--- src/rtl/board_pkg.sv ---
// Shared definitions for the playfield command engine: geometry, command
// word layout, opcode/status/state encodings and an address range helper.
package board_pkg;

  localparam int unsigned ROWS    = 20;
  localparam int unsigned COLS    = 10;
  localparam int unsigned COLOR_W = 3;
  localparam int unsigned ROW_W   = 5;
  localparam int unsigned COL_W   = 4;
  localparam int unsigned CMD_W   = 32;
  localparam int unsigned OP_W    = 3;

  // Command word field positions; [15:0] carries nothing.
  localparam int unsigned TOGGLE_BIT = 31;
  localparam int unsigned OP_LSB     = 28;
  localparam int unsigned ROW_LSB    = 23;
  localparam int unsigned COL_LSB    = 19;
  localparam int unsigned COLOR_LSB  = 16;

  typedef enum logic [OP_W-1:0] {
    OP_NOP         = 3'd0,
    OP_WRITE_CELL  = 3'd1,
    OP_CLEAR_BOARD = 3'd2,
    OP_CLEAR_ROW   = 3'd3,
    OP_SHIFT_DOWN  = 3'd4
  } opcode_e;

  typedef enum logic [1:0] {
    STAT_IDLE  = 2'b00,
    STAT_BUSY  = 2'b01,
    STAT_DONE  = 2'b10,
    STAT_ERROR = 2'b11
  } status_e;

  typedef enum logic [2:0] {
    S_IDLE       = 3'd0,
    S_WRITE      = 3'd1,
    S_CLEAR      = 3'd2,
    S_CLR_ROW    = 3'd3,
    S_SHIFT_COPY = 3'd4,
    S_SHIFT_TOP  = 3'd5
  } state_e;

  // Upper half of the command word, [TOGGLE_BIT:COLOR_LSB].
  typedef struct packed {
    logic               toggle;
    logic [OP_W-1:0]    opcode;
    logic [ROW_W-1:0]   row;
    logic [COL_W-1:0]   col;
    logic [COLOR_W-1:0] color;
  } cmd_t;

  function automatic logic addr_ok(input logic [ROW_W-1:0] row,
                                   input logic [COL_W-1:0] col);
    return (row < ROW_W'(ROWS)) && (col < COL_W'(COLS));
  endfunction

endpackage

--- src/rtl/board_store.sv ---
// Playfield cell array.
//   we_i/wr_*      : single write port, applied on the clock edge
//   cp_*           : combinational read port used by the row-collapse copy
//   rd_row/rd_col  : registered VGA read, 0 when out of range
//   full_rows_o    : registered per-row "all cells non-zero" flags
// Both registered outputs see the array as it was before the same-cycle write.
module board_store
  import board_pkg::*;
(
  input  logic               clk_clk,
  input  logic               reset_reset_n,
  input  logic               we_i,
  input  logic [ROW_W-1:0]   wr_row_i,
  input  logic [COL_W-1:0]   wr_col_i,
  input  logic [COLOR_W-1:0] wr_data_i,
  input  logic [ROW_W-1:0]   cp_row_i,
  input  logic [COL_W-1:0]   cp_col_i,
  output logic [COLOR_W-1:0] cp_data_c,
  input  logic [ROW_W-1:0]   rd_row_i,
  input  logic [COL_W-1:0]   rd_col_i,
  output logic [COLOR_W-1:0] rd_color_o,
  output logic [ROWS-1:0]    full_rows_o
);

  logic [COLOR_W-1:0] cells_q [ROWS][COLS];
  logic [COLOR_W-1:0] cells_d [ROWS][COLS];
  logic [COLOR_W-1:0] rd_color_q, rd_color_d;
  logic [ROWS-1:0]    full_rows_q, full_rows_d;

  // Write port; out-of-range addresses are dropped.
  always_comb begin
    cells_d = cells_q;
    if (we_i && addr_ok(wr_row_i, wr_col_i)) begin
      cells_d[wr_row_i][wr_col_i] = wr_data_i;
    end
  end

  assign cp_data_c = addr_ok(cp_row_i, cp_col_i) ? cells_q[cp_row_i][cp_col_i] : '0;

  // Read-side values taken from the pre-write array.
  always_comb begin
    rd_color_d = addr_ok(rd_row_i, rd_col_i) ? cells_q[rd_row_i][rd_col_i] : '0;
    for (int r = 0; r < int'(ROWS); r++) begin
      full_rows_d[r] = 1'b1;
      for (int c = 0; c < int'(COLS); c++) begin
        if (cells_q[r][c] == '0) full_rows_d[r] = 1'b0;
      end
    end
  end

  always_ff @(posedge clk_clk) begin
    if (!reset_reset_n) begin
      cells_q     <= '{default: '0};
      rd_color_q  <= '0;
      full_rows_q <= '0;
    end else begin
      cells_q     <= cells_d;
      rd_color_q  <= rd_color_d;
      full_rows_q <= full_rows_d;
    end
  end

  assign rd_color_o  = rd_color_q;
  assign full_rows_o = full_rows_q;

endmodule

--- src/rtl/board_cmd_engine.sv ---
// Executes NIOS PIO command words against the 20x10 playfield.
//   block_data     : command word, accepted in IDLE when [31] differs from the
//                    last accepted toggle
//   drawing_status : 00 idle, 01 busy, 10 done, 11 error
//   rd_row/rd_col  : VGA read address; rd_color returns the cell one cycle later
//   full_rows      : per-row full flags
module board_cmd_engine
  import board_pkg::*;
(
  input  logic               clk_clk,
  input  logic               reset_reset_n,
  input  logic [CMD_W-1:0]   block_data,
  output logic [1:0]         drawing_status,
  input  logic [ROW_W-1:0]   rd_row,
  input  logic [COL_W-1:0]   rd_col,
  output logic [COLOR_W-1:0] rd_color,
  output logic [ROWS-1:0]    full_rows
);

  state_e             state_q, state_d;
  status_e            status_q, status_d;
  logic               last_toggle_q, last_toggle_d;
  logic [ROW_W-1:0]   row_q, row_d;
  logic [COL_W-1:0]   col_q, col_d;
  logic [COLOR_W-1:0] color_q, color_d;
  logic [ROW_W-1:0]   cnt_row_q, cnt_row_d;
  logic [COL_W-1:0]   cnt_col_q, cnt_col_d;

  cmd_t               cmd_c;
  logic               unused_low_c;
  logic               row_ok_c, col_last_c;
  logic               we_c;
  logic [ROW_W-1:0]   wr_row_c, cp_row_c;
  logic [COL_W-1:0]   wr_col_c;
  logic [COLOR_W-1:0] wr_data_c, cp_data_c;

  assign cmd_c        = cmd_t'(block_data[TOGGLE_BIT:COLOR_LSB]);
  assign unused_low_c = ^block_data[COLOR_LSB-1:0];
  assign row_ok_c     = cmd_c.row < ROW_W'(ROWS);
  assign col_last_c   = cnt_col_q == COL_W'(COLS - 1);

  // Collapse source is the row above the one being written.
  assign cp_row_c = cnt_row_q - ROW_W'(1);

  // Next-state, counters and write-port control.
  always_comb begin
    state_d       = state_q;
    status_d      = status_q;
    last_toggle_d = last_toggle_q;
    row_d         = row_q;
    col_d         = col_q;
    color_d       = color_q;
    cnt_row_d     = cnt_row_q;
    cnt_col_d     = cnt_col_q;
    we_c          = 1'b0;
    wr_row_c      = cnt_row_q;
    wr_col_c      = cnt_col_q;
    wr_data_c     = '0;

    unique case (state_q)
      S_IDLE: begin
        if (cmd_c.toggle != last_toggle_q) begin
          last_toggle_d = cmd_c.toggle;
          row_d         = cmd_c.row;
          col_d         = cmd_c.col;
          color_d       = cmd_c.color;
          cnt_row_d     = cmd_c.row;
          cnt_col_d     = '0;
          status_d      = STAT_BUSY;
          case (cmd_c.opcode)
            OP_NOP: status_d = STAT_DONE;
            OP_WRITE_CELL: begin
              if (addr_ok(cmd_c.row, cmd_c.col)) state_d = S_WRITE;
              else status_d = STAT_ERROR;
            end
            OP_CLEAR_BOARD: begin
              cnt_row_d = '0;
              state_d   = S_CLEAR;
            end
            OP_CLEAR_ROW: begin
              if (row_ok_c) state_d = S_CLR_ROW;
              else status_d = STAT_ERROR;
            end
            OP_SHIFT_DOWN: begin
              // Row 0 has nothing above it: go straight to zero-filling it.
              if (!row_ok_c) status_d = STAT_ERROR;
              else if (cmd_c.row == '0) state_d = S_SHIFT_TOP;
              else state_d = S_SHIFT_COPY;
            end
            default: status_d = STAT_ERROR;
          endcase
        end
      end

      S_WRITE: begin
        we_c      = 1'b1;
        wr_row_c  = row_q;
        wr_col_c  = col_q;
        wr_data_c = color_q;
        state_d   = S_IDLE;
        status_d  = STAT_DONE;
      end

      S_CLEAR: begin
        we_c = 1'b1;
        if (col_last_c) begin
          cnt_col_d = '0;
          if (cnt_row_q == ROW_W'(ROWS - 1)) begin
            state_d  = S_IDLE;
            status_d = STAT_DONE;
          end else begin
            cnt_row_d = cnt_row_q + ROW_W'(1);
          end
        end else begin
          cnt_col_d = cnt_col_q + COL_W'(1);
        end
      end

      S_CLR_ROW: begin
        we_c = 1'b1;
        if (col_last_c) begin
          state_d  = S_IDLE;
          status_d = STAT_DONE;
        end else begin
          cnt_col_d = cnt_col_q + COL_W'(1);
        end
      end

      S_SHIFT_COPY: begin
        we_c      = 1'b1;
        wr_data_c = cp_data_c;
        if (col_last_c) begin
          cnt_col_d = '0;
          cnt_row_d = cp_row_c;
          if (cnt_row_q == ROW_W'(1)) state_d = S_SHIFT_TOP;
        end else begin
          cnt_col_d = cnt_col_q + COL_W'(1);
        end
      end

      S_SHIFT_TOP: begin
        we_c     = 1'b1;
        wr_row_c = '0;
        if (col_last_c) begin
          state_d  = S_IDLE;
          status_d = STAT_DONE;
        end else begin
          cnt_col_d = cnt_col_q + COL_W'(1);
        end
      end

      default: state_d = S_IDLE;
    endcase
  end

  always_ff @(posedge clk_clk) begin
    if (!reset_reset_n) begin
      state_q       <= S_IDLE;
      status_q      <= STAT_IDLE;
      last_toggle_q <= 1'b0;
      row_q         <= '0;
      col_q         <= '0;
      color_q       <= '0;
      cnt_row_q     <= '0;
      cnt_col_q     <= '0;
    end else begin
      state_q       <= state_d;
      status_q      <= status_d;
      last_toggle_q <= last_toggle_d;
      row_q         <= row_d;
      col_q         <= col_d;
      color_q       <= color_d;
      cnt_row_q     <= cnt_row_d;
      cnt_col_q     <= cnt_col_d;
    end
  end

  assign drawing_status = status_q;

  board_store u_store (
    .clk_clk      (clk_clk),
    .reset_reset_n(reset_reset_n),
    .we_i         (we_c),
    .wr_row_i     (wr_row_c),
    .wr_col_i     (wr_col_c),
    .wr_data_i    (wr_data_c),
    .cp_row_i     (cp_row_c),
    .cp_col_i     (cnt_col_q),
    .cp_data_c    (cp_data_c),
    .rd_row_i     (rd_row),
    .rd_col_i     (rd_col),
    .rd_color_o   (rd_color),
    .full_rows_o  (full_rows)
  );

endmodule

--- config.mk ---
export PLATFORM = sky130hd
export DESIGN_NAME = board_cmd_engine
export DESIGN_NICKNAME = d
export VERILOG_FILES = /design/src/rtl/board_pkg.sv /design/src/rtl/board_store.sv /design/src/rtl/board_cmd_engine.sv
export SDC_FILE = /design/constraint.sdc
export NUM_CORES = 2
export LEC_CHECK = 0
export CAP_MARGIN = 0
export CORE_ASPECT_RATIO = 1.25
export CORE_MARGIN = 1
export CORE_UTILIZATION = 60
export CTS_CLUSTER_SIZE = 12
export DETAILED_ROUTE_END_ITERATION = 10
export DONT_BUFFER_PORTS = 1
export PLACE_DENSITY = 0.86
export REMOVE_ABC_BUFFERS = 1
export SYNTH_ARGS = -nofsm -noshare
export SYNTH_HDL_FRONTEND = slang
export SYNTH_HIERARCHICAL = 1
export SYNTH_SLANG_ARGS = --single-unit
export TNS_END_PERCENT = 20
--- constraint.sdc ---
create_clock -name clk_clk -period 4.6 [get_ports clk_clk]
set_input_delay 0.92 -clock clk_clk [delete_from_list [all_inputs] [get_ports clk_clk]]
set_output_delay 0.92 -clock clk_clk [all_outputs]
set_load 0.05 [all_outputs]
Word level (Yosys, flattened, before mapping)
Index checks and enable logic that the tools add are counted.
{ "op_classes": {"shifts": 0, "order_cmp": 16, "n_bitwise": 7, "reduce_logical": 243, "n_mux": 72, "multipliers": 0, "n_eq_ne": 25, "add_sub_neg": 3, "div_mod_pow": 0} }
{ "op_table": {"columns": ["cell", "n"], "rows": [
  ["3-bit logical NOT", 202],
  ["600-bit bitwise mux", 1],
  ["30-bit binary-select mux with 5-bit select", 2],
  ["10-bit OR reduction", 20],
  ["30-bit demux with 5-bit select", 1],
  ["30-bit two-way mux", 5],
  ["3-bit two-way mux", 15],
  ["5-bit two-way mux", 5],
  ["3-bit binary-select mux with 4-bit select", 2],
  ["3-bit case mux with 4 select lines", 2],
  ["1-bit two-way mux", 22],
  ["5-bit less-than comparator (second input constant)", 4],
  ["6-bit greater-or-equal comparator (second input constant)", 3],
  ["5-bit NOT with 6-bit output", 3],
  ["4-bit less-than comparator (second input constant)", 4],
  ["4-bit two-way mux", 4],
  ["2-bit case mux with 4 select lines", 2],
  ["5-bit greater-or-equal comparator (second input constant)", 3],
  ["4-bit NOT with 5-bit output", 3],
  ["5-bit case mux with 3 select lines", 1],
  ["2-bit != test (second input constant)", 7],
  ["3-bit demux with 4-bit select", 1],
  ["3-bit by 2-bit == test with 1-bit output (second input constant)", 4],
  ["2-bit two-way mux", 6],
  ["28 further kinds", 44]
]} }
{ "word_totals": {"memories": 0, "ram_bits": 0, "out_inout_bits": 25, "mem_bits_ro": 0, "word_cells": 595, "latch_bits": 0, "regBits": 650} }

Longest topological paths before layout
{ "logic_depth": {"depth_word": 11, "mapped_depth": 18} }

Modules after synthesis
The synthesis kept the hierarchy.
{ "modules_own_cells": {"columns": ["module", "area_each_um2", "n_inst", "cells_each"], "rows": [
  ["board_store", 36047.1, 1, 4117],
  ["board_cmd_engine", 1850.5, 1, 232]
]} }

Least setup slack after synthesis
OpenSTA, ideal clock, no wires.
{ "synth_path": {"kind": "reg-to-reg", "from": "register cnt_row_q[0]", "to": "register u_store/cells_q[455] (netlist bit)", "path_buffers": 5, "required_ns": 4.477, "arrival_time_ns": 3.611, "setup_time_ns": 0.123, "path_stages_with_launch": 17, "slack_ns": 0.867, "path_cell_list": "dfxtp_1 -> inv_1 -> ha_1 -> inv_1 -> buf_2 -> buf_4 -> clkbuf_1 -> mux4_2 -> a22o_1 -> a2111oi_0 -> o221ai_1 -> a32o_1 -> a22o_1 -> clkbuf_1 -> clkbuf_1 -> nand3_1 -> a21boi_0"} }
{ "synth_via": {"elab_chain_len": 11} }
{ "synth_rtl": {"columns": ["element", "line", "text"], "rows": [
  ["start, declared", "board_cmd_engine.sv:26", "logic [ROW_W-1:0] cnt_row_q, cnt_row_d;"],
  ["start signal, assigned", "board_cmd_engine.sv:173", "cnt_row_q <= cnt_row_d;"],
  ["5-bit by 1-bit subtractor with 5-bit output *", "board_cmd_engine.sv:43", "assign cp_row_c = cnt_row_q - ROW_W'(1);"],
  ["named net cp_row_c[0]", "board_cmd_engine.sv:33", "logic [ROW_W-1:0] wr_row_c, cp_row_c;"],
  ["5-bit NOT with 6-bit output (implied by the code)", "board_store.sv:38", "assign cp_data_c = addr_ok(cp_row_i, cp_col_i) ? cells_q[cp_row_i][cp_col_i] : '0;"],
  ["30-bit binary-select mux with 5-bit select", "board_store.sv:38", null],
  ["30-bit two-way mux (implied by the code) (2 in series)", "board_store.sv:38", null],
  ["3-bit binary-select mux with 4-bit select", "board_store.sv:38", null],
  ["3-bit two-way mux (implied by the code) (2 in series)", "board_store.sv:38", null],
  ["3-bit two-way mux *", "board_store.sv:38", null],
  ["named net cp_data_c[2]", "board_cmd_engine.sv:35", "logic [COLOR_W-1:0] wr_data_c, cp_data_c;"],
  ["3-bit case mux with 2 select lines *", "board_cmd_engine.sv:60", "unique case (state_q)"],
  ["named net wr_data_c[2]", "board_cmd_engine.sv:35", null],
  ["600-bit bitwise mux *", "board_store.sv:34", "cells_d[wr_row_i][wr_col_i] = wr_data_i;"],
  ["end signal, assigned", "board_store.sv:57", "cells_q <= cells_d;"],
  ["end, declared", "board_store.sv:25", "logic [COLOR_W-1:0] cells_q [ROWS][COLS];"]
]} }
The timed path passes the listed nets; every way through them passes the cells marked *. The select of a mux whose other input is x is not followed.
A chain may end at the register's enable or synchronous reset.

Worst setup path after layout
{ "layout_path": {"from": "register cnt_row_q[1]", "to": "register u_store/cells_q[403] (netlist bit)"} }
The elaborated chain is that of the path after synthesis.

==> metrics.cfg <==
[drt]
drc = 0
via_per_inst = 7.18
drt_iter0_markers = 5894
wl_per_cell_um = 27.8
num_vias = 36000
wl_mm = 139
drt_first_pass_iters = 6
antenna_left = 0

[worst_setup_path]
worstPathMaxFanout = 20
worstSetupEndpointType = flip-flop
cpMaxStageDelayCell = mux4_2
max_stage_delay_ps = 690
path_cells = inv_1 -> ha_1 -> inv_6 -> buf_4 -> mux4_2 -> mux4_2 -> o21bai_1 -> a21oi_1 -> a2111o_1 -> a22o_4 -> buf_12 -> buf_12 -> nand2_1 -> a21boi_0
arrival_ps = 4940
criticalPathCategory = reg -> reg
ff2ff_path_depth = 14
cp-start-kind = flip-flop
required_ps = 5090
rrSetupSlack_ps = 150

[power_and_ir_drop]
p_sw_share_pct = 38.9
p_leak_nw = 12.6
power_frac_seq_pct = 32.2
comb_power_share_pct = 37.8
peakVddDrop_uv = 514
clkPwrFrac_pct = 30.0
power_density_nw_per_um2 = 445
p_switching_mw = 7.06
p_int_mw = 11.1

[floorplan]
die_area_um2 = 64200
dieWidth_um = 227
num_rows = 102
core_area_um2 = 62200
start_util_pct = 61.0
ios = 68
die_height_um = 283

[yosys]
synth_cells = 4349
yosysTopAreaCellShare_pct = 34.3
yosysUniqueCellTypes = 89
synth.most_common_cell = nand2_1
avgSynthCellArea_um2 = 8.71
synth_common_cells = nand2_1, dfxtp_1, a21boi_0
yosysTopAreaCell = dfxtp_1
synth_area_leaders = dfxtp_1, mux4_2, a21boi_0
synth_edf_count = 0
synth_warnings = 6
synthFlopType = dfxtp_1
ys_seq_area_share_pct = 34.3
synth-seq-cells = 650
syn-cell-area_um2 = 37900
async_reset_ff_share_pct = 0

[timing]
tightest_slew_ps = 1980
relSlewSlack_pct = -31.8
fin_worst_skew_ps = 22.4
rsz0062_at_grt = false
holdWs_ps = 436
finalHoldViolations = 0
period_minus_slack_ps = 4450
setup_viol_count_final = 0
period_share_pct = 96.8
finalMaxSlewViolations = 298
max_freq_mhz = 225
fin_ws_ps = 149

[global_routing]
grt_use_total_pct = 42.8
antenna_found_initial = 10
grt_remaining_overflow = 0
grt_pass1_wl_mm = 206
grt_max_degree = 648
grt_pass1_vias = 33100

[placed_design]
dpl.hpwl_mm = 95.3
placed_cell_area_um2 = 38600
place_ws_ps = 301
numPortBuffers = 0
gp_congestion = 1.11

[clock_tree]
htreeDepth = 3
cts_tree = yes
cts-buffers-inserted = 69
clk_pin_slew_ps = 60
cts_setup_buffers = 0
cts_max_path_buffers = 3
cts-root-buf = clkbuf_16
clock_latency_ps = 640
clkSinkCount = 650

[run_status]
status = complete, but fails checks
violations = slew limit

[cells_and_area]
diodes = 0
finish.instance_area_um2 = 40700
drive_above_1_share_pct = 13.7
n_fill_cell = 4926
synthToLayoutAreaGrowth_pct = 7.44
nets = 4184

[hold_path]
worst_hold_path.num_cells = 2
hp-class = in -> reg

[run]
max-cap-violations = 0

## per-layer routing
metal / vias up / wire, um / global-route usage (%)
met3: 606 / 16800 / 10.6
met1: 17300 / 47400 / 52.0
met5: - / 111 / 0
met2: 2684 / 61500 / 64.6
li1: 15400 / - / -
met4: 14 / 13200 / 33.6
## final timing paths
path                                     start                    to
worst max-delay path              cnt_row_q[1]  u_store/cells_q[403]
worst min-delay path            block_data[26]              row_q[3]
worst min register to register        col_q[2]              col_q[2]
worst max register to register    cnt_row_q[1]  u_store/cells_q[403]
## cells in the final DEF (no fill, tap or decap), types with 6 or more instances in the layout
master,n
dfxtp_1,650
buf_12,31
a22oi_1,25
o22ai_1,10
a21boi_0,471
and3_1,26
buf_4,98
a2111oi_0,16
a211oi_1,9
o21ai_1,11
nor3_1,237
nand2b_1,19
nand2_1,805
nor2_1,206
or2_2,8
mux2_2,17
clkbuf_1,15
nand3_1,196
o211ai_1,14
clkbuf_8,8
o31ai_1,28
a21oi_1,54
a21boi_1,149
xnor2_1,6
clkbuf_16,73
nor4_1,24
a221oi_1,11
mux4_2,287
mux2i_1,63
nand4_1,7
nor2b_1,19
a31oi_1,7
inv_1,9
o21ai_0,448
## state kept, by name, indices dropped and copies added (netlist names), 4 cells and up
register	cells
cnt_col_q	4
cnt_row_q	5
col_q	4
row_q	5
u_store/cells_q	600
u_store/full_rows_o	20
## stage by stage
step           std cells  setup TNS (ps)  power [mW]  util, %
2_1_floorplan       3934        -5705750        9.41        -
3_3_place_gp        4895               0        12.4     62.0
3_5_place_dp        4895               0        12.5     62.0
4_1_cts             5003               0        17.8     65.4
5_1_grt             5005               0        18.5     65.5
6_report            5005               0        18.1     65.5
## cells by family after synthesis
| kind of cell | Yosys count | synth area share, % |
|---|---|---|
| DFF | 650 | 34.3 |
| AOI/OAI and AO/OA | 1296 | 22.5 |
| buffers and inverters | 427 | 4.96 |
| adders and majority gates | 5 | 0.165 |
| muxes | 367 | 19.2 |
| xor gates and xnor gates | 9 | 0.208 |
| and+or+nand+nor | 1595 | 18.6 |
## power groups by stage
stage          Sequential (mW)  Combinational, mW  Clock (mW)
2_1_floorplan             5.95               3.46           0
6_report                  5.84               6.85        5.44
3_5_place_dp              5.96               6.53           0
4_1_cts                   5.84               6.55        5.45
3_3_place_gp              5.96               6.47           0
5_1_grt                   5.85               6.93        5.67
## worst max-delay path, delay by kind of cell (launching register included)
family,cells,cell delay [ps]
muxes,2,1070
buffers and inverters,5,1170
and+or+nand+nor,1,80
AOI/OAI and AO/OA,5,1120
adders and majority gates,1,340
DFF,1,470
## cell type report
type                            count  area [um2]  share of cell area (%)
Clock buffer                       96        1990                    4.90
Clock inverter                     12         125                   0.307
Inverter                           12        57.6                   0.141
Multi-Input combinational cell   3272       23100                    56.8
Sequential cell                   650       13000                    32.0
Tap cell                          832        1040                    2.56
Timing Repair Buffer              131        1380                    3.39
## repair_timing
item	4_1_cts	5_1_grt
endpoints found under the setup margin	0	4
gates resized for setup	0	1
hold buffers	0	0
No activity file was read; power rests on OpenSTA's default activity.
